**src/rtl/meter_cmd_sched.sv**
```systemverilog
// Parking-meter command scheduler: synchronises and edge-detects six buttons,
// queues one pending request per button, auto-repeats a held add button and
// issues one prioritised command at a time over a valid/ready handshake.
module meter_cmd_sched #(
    parameter int unsigned REPEAT_DLY = 50,
    parameter int unsigned REPEAT_PER = 10
) (
    input  logic       clk_i,
    input  logic       rst_ni,
    input  logic       add1_i,
    input  logic       add2_i,
    input  logic       add3_i,
    input  logic       add4_i,
    input  logic       rst1_i,
    input  logic       rst2_i,
    output logic       cmd_valid_o,
    output logic [2:0] cmd_op_o,
    input  logic       cmd_ready_i,
    output logic       overrun_o
);

    localparam int unsigned CntW = ($clog2(REPEAT_DLY + 1) > 0) ? $clog2(REPEAT_DLY + 1) : 1;
    localparam logic [CntW-1:0] DlyVal = CntW'(REPEAT_DLY);
    // Reloading here makes the counter hit DlyVal again after REPEAT_PER cycles.
    localparam logic [CntW-1:0] ReloadVal =
        (REPEAT_PER > REPEAT_DLY) ? '0 : CntW'(REPEAT_DLY - REPEAT_PER + 1);

    typedef enum logic [0:0] {StIdle, StIssue} state_e;

    // Bit order doubles as priority: bit 5 (rst2) highest, bit 0 (add1) lowest.
    logic [5:0] raw_w;
    assign raw_w = {rst2_i, rst1_i, add4_i, add3_i, add2_i, add1_i};

    logic [5:0]      sync1_q, sync2_q, sync2d_q, edge_q, pend_q, pend_d;
    logic [1:0]      arm_q;
    logic [5:0]      edge_w, busy_w;
    logic            armed_w;
    logic            trk_act_q, trk_act_d;
    logic [1:0]      trk_q, trk_d;
    logic [CntW-1:0] cnt_q, cnt_d;
    logic [1:0]      hi_w;
    logic            any_held_w, start_w, fire_w;
    logic [3:0]      rep_w;
    logic [2:0]      sel_w;
    logic            issue_w, preset_w, ovr_w;
    state_e          state_q;
    logic            cmd_valid_q, overrun_q;
    logic [2:0]      cmd_op_q;

    // Edges are masked until the synchroniser has filled after reset, so a
    // button already held at reset release is not seen as a press.
    assign armed_w = (arm_q == 2'd3);
    assign edge_w  = sync2_q & ~sync2d_q & {6{armed_w}};

    // Synchroniser, edge register and post-reset arming counter.
    always_ff @(posedge clk_i or negedge rst_ni) begin
        if (!rst_ni) begin
            sync1_q  <= '0;
            sync2_q  <= '0;
            sync2d_q <= '0;
            edge_q   <= '0;
            arm_q    <= '0;
        end else begin
            sync1_q  <= raw_w;
            sync2_q  <= sync1_q;
            sync2d_q <= sync2_q;
            edge_q   <= edge_w;
            if (!armed_w) arm_q <= arm_q + 2'd1;
        end
    end

    // Highest-priority held add button and its auto-repeat tracking.
    always_comb begin
        hi_w       = '0;
        any_held_w = 1'b0;
        for (int i = 0; i < 4; i++) begin
            if (sync2_q[i]) begin
                hi_w       = 2'(i);
                any_held_w = 1'b1;
            end
        end
        start_w   = any_held_w && edge_w[hi_w];
        fire_w    = 1'b0;
        trk_act_d = 1'b0;
        trk_d     = trk_q;
        cnt_d     = '0;
        if (start_w) begin
            trk_act_d = 1'b1;
            trk_d     = hi_w;
            cnt_d     = CntW'(1);
        end else if (trk_act_q && any_held_w && (hi_w == trk_q)) begin
            trk_act_d = 1'b1;
            fire_w    = (cnt_q == DlyVal);
            cnt_d     = (cnt_q == DlyVal) ? ReloadVal : cnt_q + CntW'(1);
        end
        rep_w = '0;
        if (fire_w) rep_w[trk_q] = 1'b1;
    end

    // Hold tracker state.
    always_ff @(posedge clk_i or negedge rst_ni) begin
        if (!rst_ni) begin
            trk_act_q <= 1'b0;
            trk_q     <= '0;
            cnt_q     <= '0;
        end else begin
            trk_act_q <= trk_act_d;
            trk_q     <= trk_d;
            cnt_q     <= cnt_d;
        end
    end

    // Issue selection, coalescing detection and pending-bit next state.
    always_comb begin
        sel_w = '0;
        for (int i = 0; i < 6; i++) begin
            if (pend_q[i]) sel_w = 3'(i);
        end
        issue_w  = (state_q == StIdle) && (|pend_q);
        preset_w = issue_w && (sel_w >= 3'd4);
        for (int i = 0; i < 6; i++) begin
            busy_w[i] = pend_q[i] || ((state_q == StIssue) && (cmd_op_q == 3'(i + 1)));
        end
        ovr_w  = |(edge_q & busy_w);
        pend_d = pend_q;
        if (issue_w) pend_d[sel_w] = 1'b0;
        // A preset discards queued adds, and SET185 swallows a pending SET15.
        if (preset_w) pend_d[4:0] = '0;
        pend_d      = pend_d | (edge_q & ~busy_w);
        pend_d[3:0] = pend_d[3:0] | (rep_w & ~pend_q[3:0]);
    end

    // Pending request bits.
    always_ff @(posedge clk_i or negedge rst_ni) begin
        if (!rst_ni) begin
            pend_q <= '0;
        end else begin
            pend_q <= pend_d;
        end
    end

    // Command FSM with registered handshake outputs.
    always_ff @(posedge clk_i or negedge rst_ni) begin
        if (!rst_ni) begin
            state_q     <= StIdle;
            cmd_valid_q <= 1'b0;
            cmd_op_q    <= '0;
            overrun_q   <= 1'b0;
        end else begin
            overrun_q <= ovr_w;
            unique case (state_q)
                StIdle: begin
                    if (issue_w) begin
                        cmd_valid_q <= 1'b1;
                        cmd_op_q    <= sel_w + 3'd1;
                        state_q     <= StIssue;
                    end else begin
                        cmd_valid_q <= 1'b0;
                        cmd_op_q    <= '0;
                    end
                end
                StIssue: begin
                    if (cmd_ready_i) begin
                        cmd_valid_q <= 1'b0;
                        cmd_op_q    <= '0;
                        state_q     <= StIdle;
                    end
                end
                default: state_q <= StIdle;
            endcase
        end
    end

    assign cmd_valid_o = cmd_valid_q;
    assign cmd_op_o    = cmd_op_q;
    assign overrun_o   = overrun_q;

endmodule

```
**config.mk**
```make
export PLATFORM = sky130hd
export DESIGN_NAME = meter_cmd_sched
export DESIGN_NICKNAME = d
export VERILOG_FILES = /design/src/rtl/meter_cmd_sched.sv
export SDC_FILE = /design/constraint.sdc
export NUM_CORES = 1
export LEC_CHECK = 0
export CAP_MARGIN = 20
export CORE_MARGIN = 5
export CORE_UTILIZATION = 57
export DETAILED_ROUTE_END_ITERATION = 8
export PLACE_DENSITY = 0.78
export SYNTH_ARGS = -nofsm -noshare
export SYNTH_HDL_FRONTEND = slang
export SYNTH_SLANG_ARGS = --single-unit
```
**constraint.sdc**
```tcl
create_clock -name clk_i -period 2.1 [get_ports clk_i]
set_input_delay 0.42 -clock clk_i [delete_from_list [all_inputs] [get_ports clk_i]]
set_output_delay 0.42 -clock clk_i [all_outputs]
set_load 0.01 [all_outputs]
```
# ---- After elaboration in Yosys (flattened, before gate mapping)
# Index checks and enable logic that the tools add are counted.
# Widths: inputs -> output; s select.
dict set report op_classes {
  reduce_logical 21
  bitwise_logic 13
  mux 36
  n_eq_ne 10
  order_cmp 6
  addsub 3
}
# cell count
set ops {}
lappend ops {{$and 6x6->6} 5}
lappend ops {{$mux 6} 4}
lappend ops {{$mux 3} 6}
lappend ops {{$not 6->6} 3}
lappend ops {{$mux 1} 16}
lappend ops {{$logic_and 1x1->1} 13}
lappend ops {{$reduce_or 6->1} 2}
lappend ops {{$eq 3x3->1 const B} 3}
lappend ops {{$add 6x1->6 const B} 1}
lappend ops {{$eq 3x2->1 const B} 2}
lappend ops {{$eq 6x6->1 const B} 1}
lappend ops {{$logic_or 1x1->1} 6}
lappend ops {{$or 6x6->6} 1}
lappend ops {{$pmux 3 s2} 1}
lappend ops {{$mux 5} 1}
lappend ops {{$and 4x4->4} 1}
lappend ops {{$lt 2x4->1 const B} 1}
lappend ops {{$lt 3x4->1 const B} 1}
lappend ops {{$mux 2} 2}
lappend ops {{$mux 4} 1}
lappend ops {{$not 4->4} 1}
lappend ops {{$or 4x4->4} 1}
lappend ops {{$pmux 1 s2} 2}
lappend ops {{$add 3x1->3 const B} 1}
lappend ops {{13 further kinds} 13}
dict set report totals {
  output_inout_bits 5
  wordCells 102
  ff_bits 47
}

# ---- Logic depth before layout (Yosys ltp)
# Gate-level depths: netlist of run 1.
dict set report depth {
  depth_word 15
  depth_mapped 8
  ltp_nobuf 6
}

# ---- Worst setup path after synthesis of run 1
# OpenSTA, ideal clock, no wires.
dict set report synth_timing {
  path_type {register to register}
  startpoint {reg arm_q[0]}
  endpoint {reg cnt_q[2]}
  required_time_ns 2.019
  setup_slack_ns 0.281
  stages_incl_launch_ff 9
  setup_ns 0.081
  arrival_time_ns 1.739
  cell_sequence {dfrtp_1 > ha_1 > buf_6 > and3b_4 > a31o_1 > o32ai_4 > nand2b_2 > buf_6 > nor3_2}
}
dict set report synth_between {
  elab_chain_len 6
}
# element line_no
set synth_rtl {}
lappend synth_rtl {{from (decl)} 35} ;# logic [1:0] arm_q;
lappend synth_rtl {{from (signal assigned)} 68} ;# if (!armed_w) arm_q <= arm_q + 2'd1;
lappend synth_rtl {{$eq 2x2->1} 52} ;# assign armed_w = (arm_q == 2'd3);
lappend synth_rtl {{$and 6x6->6} 53} ;# assign edge_w = sync2_q & ~sync2d_q & {6{armed_w}};
lappend synth_rtl {{net edge_w[0]} 36} ;# logic [5:0] edge_w, busy_w;
lappend synth_rtl {{$bmux 1 s2} 82} ;# start_w = any_held_w && edge_w[hi_w];
lappend synth_rtl {{$mux 1 (implied by the code)} 82}
lappend synth_rtl {{$logic_and 1x1->1} 82}
lappend synth_rtl {{$mux 6} 87} ;# if (start_w) begin
lappend synth_rtl {{net cnt_d[2]} 40} ;# logic [CntW-1:0] cnt_q, cnt_d;
lappend synth_rtl {{to (signal assigned)} 109} ;# cnt_q <= cnt_d;
lappend synth_rtl {{to (decl)} 40}
# The timed path passes the listed nets, and every way through them passes these cells. The select of a mux whose other input is x is not followed.
# A chain may end at the register's enable or synchronous reset.

# ---- Worst setup path after layout of run 1
dict set report layout_timing {
  startpoint {reg arm_q[0]}
  endpoint {reg cnt_q[4]}
}
# The elaborated chain is that of the path after synthesis.

==> metrics.md, run 1 <==
| Metric | Value |
|---|---|
| Placeable Area | 0.00331 sq mm |
| Reg clk slew, reported paths | 0.14 ns |
| Worst reg-to-reg path cell count | 6 |
| Most frequently used cell type in the post-synthesis netlist | sky130_fd_sc_hd__dfrtp_1 |
| Main synth FF type | sky130_fd_sc_hd__dfrtp_1 |
| Horiz. Die Dim | 68.4 um |
| Height of the die | 68.4 um |
| EDFF count, synth | 0 |
| Number of H-tree levels | 2 |
| Wire length of the first global-routing pass | 6.33 mm |
| Critical path endpoint category | flip-flop |
| Reported leakage power | 0.937 nW |
| Required @ worst endpoint | 2.41 ns |
| Total Nets Final | 207 |
| Postcts setup bufs | 0 |
| Global router's overall resource usage | 19.1% |
| Number of antenna violations at the first check in global routing | 0 |
| Top-area cell type share of the netlist area | 60.5% |
| Detail-routed via count per cell | 5.53 |
| Crit path arrival time | 2.24 ns |
| Sw Pwr | 751 uW |
| Worst min-delay path class | flip-flop to flip-flop |
| Via count | 1,339 |
| Max Fanout on Critical Path | 9 |
| Status | finished clean |
| Multi-input combinational cell area | 714 sq um |
| Clock Path Buffers | 2 |
| Worst r2r src | arm_q[0] |
| Clock latency on the worst-skew pair | 0.37 ns |
| Number of instances in the synthesized netlist | 176 |
| Async S/R FF share, synth | 100% |
| Number of I/O port buffers | 13 |
| Clock tree sinks | 47 |
| Period Utilization, post-route | 92.2% |
| Final slew viol count | 0 |
| Remaining global-route overflow | 0 |
| Start-to-end type of the worst setup path | flip-flop to flip-flop |
| Post-Place Cells | 233 |
| DR WL/cell | 14.8 um |
| Mean instance size in the synthesized netlist | 11.1 sq um |
| Most common library cells after synthesis | sky130_fd_sc_hd__dfrtp_1, sky130_fd_sc_hd__nor2_1, sky130_fd_sc_hd__nand2_1, sky130_fd_sc_hd__o21ai_0 |
| Number of buffers created by CTS | 5 |
| Number of antenna-violating nets in the routed design | 0 |
| Cell area after layout | 0.00220 sq mm |
| Final critical path time including I/O delays and setup | 1.94 ns |
| Setup_tns | 0 ns |
| Synth area leader | sky130_fd_sc_hd__dfrtp_1 |
| Leading cell types by total area after synthesis | sky130_fd_sc_hd__dfrtp_1, sky130_fd_sc_hd__nor2_1, sky130_fd_sc_hd__o21ai_0, sky130_fd_sc_hd__nand2_1, sky130_fd_sc_hd__nand2b_1 |
| Flip-flop and latch area | 0.00118 sq mm |
| Simple logic cell fraction of the synthesized area | 18.7% |
| Post-route DRC violation count | 0 |
| Combinational share of power | 24.1% |
| Xor and xnor area share after synthesis | 2.25% |
| Cell area after synthesis | 0.00195 sq mm |
| Final non-filler cell total | 242 |
| Normalized max-slew margin | 76.7% |
| Initial core utilization | 58.8% |
| Post-synthesis share of cell area spent on full adders, half adders and majority gates | 1.93% |
| Startpoint types | flip-flop |
| Fill cells | 264 |
| Maximum vdd drop | 0.000536 V |
| Design internal power | 1.43 mW |
| Sw frac | 34.4% |
| Transition time of the tightest slew-check pin | 0.350 ns |
| Cell variety after synth | 41 |
| Worst Clk Skew | 0.00841 ns |
| Share of synthesized area occupied by flip-flops and latches | 60.5% |
| Maximum number of pins on one net before global-route repair | 19 |
| Fin. Hold Viols | 0 |
| P&R area growth vs syn | 12.9% |
| Unrepaired setup endpoints after global routing | no |
| Highest Clock Rate | 516 MHz |
| Floorplan row count | 21 |
| Relative contribution of sequential cells to total power | 55.1% |
| Register-to-register setup slack | 0.16 ns |
| Initial DRC Count | 199 |
| Fraction of layout instances using a drive strength above 1 | 10.7% |
| FF+latch count, synth | 47 |
| Area fraction in compound gates after synthesis | 13.0% |
| Syn. warnings | 0 |
| Number of cells on the worst hold path | 0 |
| FF-to-FF End | cnt_q[4] |
| Hold path startpoint | sync1_q[1] |
| I/O pins | 14 |
| Nets in the synthesized netlist | 188 |
| Largest family of logic cells by synthesized area | simple AND/OR/NAND/NOR gates |
| Detailed Routing Iterations Pass 1 | 4 |
| Clock tree from TritonCTS | done |
| Worst-case hold path end point | sync2_q[1] |
| Floorplan die area | 0.00468 sq mm |
| Vias in the first global route | 1,406 |
| Half-perimeter wire length of the detailed placement result | 2.62 mm |
| Max-cap violations | 0 |
| Number of setup violations in the final report | 0 |
| Placer congestion estimate | 0.866 |
| Part of the power in the clock network | 20.8% |
| Sum of routed wire length over all layers | 3.59 mm |
| Post-synthesis mux area share | 0.579% |
| Placed instance area | 0.00212 sq mm |
| Areal power density over the cells | 994 mW/mm^2 |
| Antenna cells | 0 |
| Library cell used as clock root buffer | sky130_fd_sc_hd__clkbuf_4 |
[metal layers]
layer  share of wire, %  vias up  GRT usage (%)
met5                  0        -              0
met4                2.4        0           8.68
met3                4.6       12           6.57
met2                 52       40           30.9
met1                 41      643           22.8
li1                   -      644              -
[worst max path at each step]
stage                  start       end  slack [ns]
floorplan           arm_q[0]  cnt_q[2]        0.28
global route        arm_q[0]  cnt_q[4]        0.05
detailed placement  arm_q[0]  cnt_q[4]        0.12
finish              arm_q[0]  cnt_q[4]        0.16
global placement    arm_q[0]  cnt_q[2]        0.23
CTS                 arm_q[0]  cnt_q[4]         0.1
[power groups by stage]
stage	Sequential, mW	Combinational, mW	Clock [mW]
floorplan	1.18	0.329	0
global placement	1.21	0.502	0
detailed placement	1.22	0.524	0
CTS	1.20	0.528	0.465
global route	1.23	0.591	0.511
finish	1.20	0.526	0.454
[critical path: stages, from the launching register on]
cell and delay [ns]:
sky130_fd_sc_hd__dfrtp_1 0.42, sky130_fd_sc_hd__ha_1 0.30, sky130_fd_sc_hd__and3b_4 0.21, sky130_fd_sc_hd__a31o_1 0.26, sky130_fd_sc_hd__o32ai_4 0.34, sky130_fd_sc_hd__nand2b_4 0.15, sky130_fd_sc_hd__nor3_2 0.19
[cells by family (layout without fill, tap and decap cells)]
| family | Yosys count | count (layout) |
|---|---|---|
| AND/OR/NAND/NOR | 69 | 69 |
| multiplexers | 1 | 1 |
| flip-flops | 47 | 47 |
| AO/OA/AOI/OAI | 39 | 39 |
| XOR/XNOR | 5 | 5 |
| buffers and inverters | 12 | 32 |
| adder cells (fa/ha/maj) | 3 | 3 |
[state kept, by name, summed over array words and instances (netlist names), 3 cells and up]
name      flops
sync1_q       6
edge_q        6
pend_q        6
sync2d_q      6
cnt_q         6
cmd_op_o      3
sync2_q       6
[metrics by stage]
stage,worst slack [ns],hold slack (ns),util (%),power [mW]
after floorplan,0.281,0.124,-,1.51
after global placement,0.232,0.318,63.9,1.71
after detailed placement,0.121,0.331,63.9,1.74
after CTS,0.0983,0.370,66.2,2.19
after global routing,0.0507,0.385,66.3,2.33
final,0.163,0.366,66.3,2.18
[cell type report]
| type | instances | area share [%] |
|---|---|---|
| Sequential cell | 47 | 53.6 |
| Multi-Input combinational cell | 117 | 32.5 |
| Timing Repair Buffer | 17 | 7.18 |
| Tap cell | 46 | 2.62 |
| Clock buffer | 5 | 1.71 |
| Clock inverter | 3 | 1.20 |
| Inverter | 7 | 1.20 |
[what timing repair did]
item,4_1_cts,5_1_grt
hold buffers,1,0
hold endpoints to repair,12,0
setup endpoints to repair,0,3
gates resized for setup,0,1
[placed cells by master, fill, tap and decap left out, types with 4 or more instances in the layout]
cell | Yosys | final
sky130_fd_sc_hd__inv_1 | 6 | 6
sky130_fd_sc_hd__o21ai_1 | 5 | 5
sky130_fd_sc_hd__nor2_1 | 24 | 24
sky130_fd_sc_hd__nor3_1 | 4 | 4
sky130_fd_sc_hd__nand2b_1 | 7 | 7
sky130_fd_sc_hd__nand3_1 | 4 | 4
sky130_fd_sc_hd__clkdlybuf4s50_1 | 0 | 12
sky130_fd_sc_hd__clkbuf_4 | 0 | 5
sky130_fd_sc_hd__nand2_1 | 14 | 14
sky130_fd_sc_hd__a21oi_1 | 7 | 7
sky130_fd_sc_hd__dfrtp_1 | 47 | 47
sky130_fd_sc_hd__o21ai_0 | 14 | 14
Power figures use the tool's default switching activity.
==> run 2, diff against run 1 <==
--- a/config.mk
+++ b/config.mk
@@ -6,7 +6,7 @@
 export NUM_CORES = 1
 export LEC_CHECK = 0
 export CAP_MARGIN = 20
-export CORE_MARGIN = 5
+export CORE_MARGIN = 2
 export CORE_UTILIZATION = 57
 export DETAILED_ROUTE_END_ITERATION = 8
 export PLACE_DENSITY = 0.78
==> metrics.md, run 2 (synthesis results as in run 1) <==
| Metric | Value |
|---|---|
| Status | finished clean |
| Detailed Routing Iterations Pass 1 | 4 (unchanged) |
| Highest Clock Rate | 520 MHz (+0.81%) |
| Antenna cells | 0 (unchanged) |
| Combinational share of power | 23.5% (-0.6 points) |
| Part of the power in the clock network | 21.0% (+0.2 points) |
| DR WL/cell | 13.4 um (-10%) |
| Fraction of layout instances using a drive strength above 1 | 10.7% (unchanged) |
| Transition time of the tightest slew-check pin | 0.362 ns (+0.0117 ns) |
| Max-cap violations | 0 (unchanged) |
| Crit path arrival time | 2.23 ns (about the same) |
| Cell area after layout | 0.00220 sq mm (about the same) |
| Reported leakage power | 0.934 nW (-0.26%) |
| P&R area growth vs syn | 12.9% (about the same) |
| Wire length of the first global-routing pass | 5.71 mm (-9.9%) |
| Placer congestion estimate | 0.858 (-0.93%) |
| Clock tree from TritonCTS | done |
| Placeable Area | 0.00331 sq mm (unchanged) |
| Clock tree sinks | 47 (unchanged) |
| Horiz. Die Dim | 62.4 um (-8.8%) |
| Number of cells on the worst hold path | 0 (unchanged) |
| Relative contribution of sequential cells to total power | 55.5% (+0.4 points) |
| Vias in the first global route | 1,252 (-11%) |
| Initial DRC Count | 48 (-76%) |
| Critical path endpoint category | flip-flop |
| I/O pins | 14 (unchanged) |
| Clock Path Buffers | 2 (unchanged) |
| Via count | 1,307 (-2.4%) |
| Commonest cells after routing, fill and taps aside | sky130_fd_sc_hd__dfrtp_1, sky130_fd_sc_hd__nor2_1, sky130_fd_sc_hd__nand2_1, sky130_fd_sc_hd__o21ai_0, sky130_fd_sc_hd__clkdlybuf4s50_1 |
| Sum of routed wire length over all layers | 3.23 mm (-10%) |
| Number of setup violations in the final report | 0 (unchanged) |
| Sw Pwr | 730 uW (-2.7%) |
| Number of antenna violations at the first check in global routing | 0 (unchanged) |
| Sw frac | 33.7% (-0.64 points) |
| Required @ worst endpoint | 2.41 ns (about the same) |
| Clock latency on the worst-skew pair | 0.37 ns (about the same) |
| Number of antenna-violating nets in the routed design | 0 (unchanged) |
| Start-to-end type of the worst setup path | flip-flop to flip-flop |
| Height of the die | 62.4 um (-8.8%) |
| Maximum vdd drop | 0.000531 V (-0.91%) |
| Maximum number of pins on one net before global-route repair | 19 (unchanged) |
| Number of buffers created by CTS | 5 (unchanged) |
| Library cell used as clock root buffer | sky130_fd_sc_hd__clkbuf_4 |
| Floorplan die area | 0.00390 sq mm (-17%) |
| Worst Clk Skew | 0.00517 ns (-0.00324 ns) |
| Most common cell after layout, fill and taps aside | sky130_fd_sc_hd__dfrtp_1 |
| Detail-routed via count per cell | 5.40 (-2.4%) |
| Design internal power | 1.43 mW (about the same) |
| Floorplan row count | 21 (unchanged) |
| Worst reg-to-reg path cell count | 6 (unchanged) |
| Number of I/O port buffers | 13 (unchanged) |
| Startpoint types | flip-flop |
| Max Fanout on Critical Path | 9 (unchanged) |
| Final slew viol count | 0 (unchanged) |
| Setup_tns | 0 ns (unchanged) |
| Total Nets Final | 207 (unchanged) |
| Reg clk slew, reported paths | 0.15 ns (about the same) |
| Postcts setup bufs | 0 (unchanged) |
| Final critical path time including I/O delays and setup | 1.92 ns (-0.0156 ns) |
| Period Utilization, post-route | 91.5% (-0.74 points) |
| Post-route DRC violation count | 0 (unchanged) |
| Final design utilization | 66.4% (about the same) |
| Unrepaired setup endpoints after global routing | no |
| Normalized max-slew margin | 75.8% (-0.89 points) |
| Global router's overall resource usage | 19.0% (-0.080 points) |
| Fin. Hold Viols | 0 (unchanged) |
| Half-perimeter wire length of the detailed placement result | 2.34 mm (-11%) |
| Worst hold slack after final layout | 0.368 ns (+0.00203 ns) |
| Areal power density over the cells | 985 mW/mm^2 (-0.95%) |
| Placed instance area | 0.00212 sq mm (unchanged) |
| Remaining global-route overflow | 0 (unchanged) |
| Number of H-tree levels | 2 (unchanged) |
| Worst min-delay path class | flip-flop to flip-flop |
| Initial core utilization | 58.8% (unchanged) |
[run 2: changes by cell type in the layout (fill, tap and decap cells not counted), sizes merged]
| cell | delta |
|---|---|
| clkinv | -1 |
| clkinvlp | +1 |
[run 2: path summary, 6_finish.rpt]
check                      slack (ns)  startpoint     endpoint
min in group asynchronous        0.46      rst_ni  sync2d_q[4]
min                              0.37  sync1_q[3]   sync2_q[3]
max                              0.18    arm_q[0]     cnt_q[4]
max in group asynchronous        1.10      rst_ni  sync2d_q[1]
min reg2reg                      0.37  sync1_q[3]   sync2_q[3]
max reg2reg                      0.18    arm_q[0]     cnt_q[4]
[run 2: repair_timing]
item	in CTS	in global routing
resized for setup	0	1
endpoints found under the setup margin	0	3
hold buffers	1	0
hold endpoints to repair	14	0
[run 2: per-layer routing]
metal	GRT usage (%)	up-vias	routed length, um
met3	5.95	6	143
li1	-	649	-
met1	23.6	624	1430
met5	0	-	0
met4	6.67	0	61
met2	31.6	28	1600
[run 2: worst max-delay path, stage by stage, from the launching register on]
cell                       delay [ns]
sky130_fd_sc_hd__dfrtp_1         0.42
sky130_fd_sc_hd__ha_1            0.30
sky130_fd_sc_hd__and3b_4         0.21
sky130_fd_sc_hd__a31o_1          0.25
sky130_fd_sc_hd__o32ai_4         0.32
sky130_fd_sc_hd__nand2b_4        0.15
sky130_fd_sc_hd__nor3_2          0.19
[run 2: final cells by class]
type | instances | area, sq um
Clock inverter | 3 | 27.5
Multi-Input combinational cell | 117 | 714
Fill cell | 273 | 1110
Timing Repair Buffer | 17 | 158
Tap cell | 46 | 57.6
Clock buffer | 5 | 37.5
Inverter | 7 | 26.3
Sequential cell | 47 | 1180
[run 2: power groups by stage]
stage	Sequential [mW]	Clock, mW	Combinational [mW]
floorplan	1.18	0	0.329
global placement	1.21	0	0.497
detailed placement	1.22	0	0.508
CTS	1.20	0.474	0.512
global route	1.22	0.513	0.575
finish	1.20	0.454	0.509
[run 2: through the flow]
stage / setup slack [ns] / cells / total power, mW
after detailed placement: 0.161 / 233 / 1.72
after floorplan: 0.281 / 176 / 1.51
after global placement: 0.228 / 233 / 1.70
final: 0.179 / 242 / 2.16
after global routing: 0.0472 / 242 / 2.31
after CTS: 0.118 / 242 / 2.18
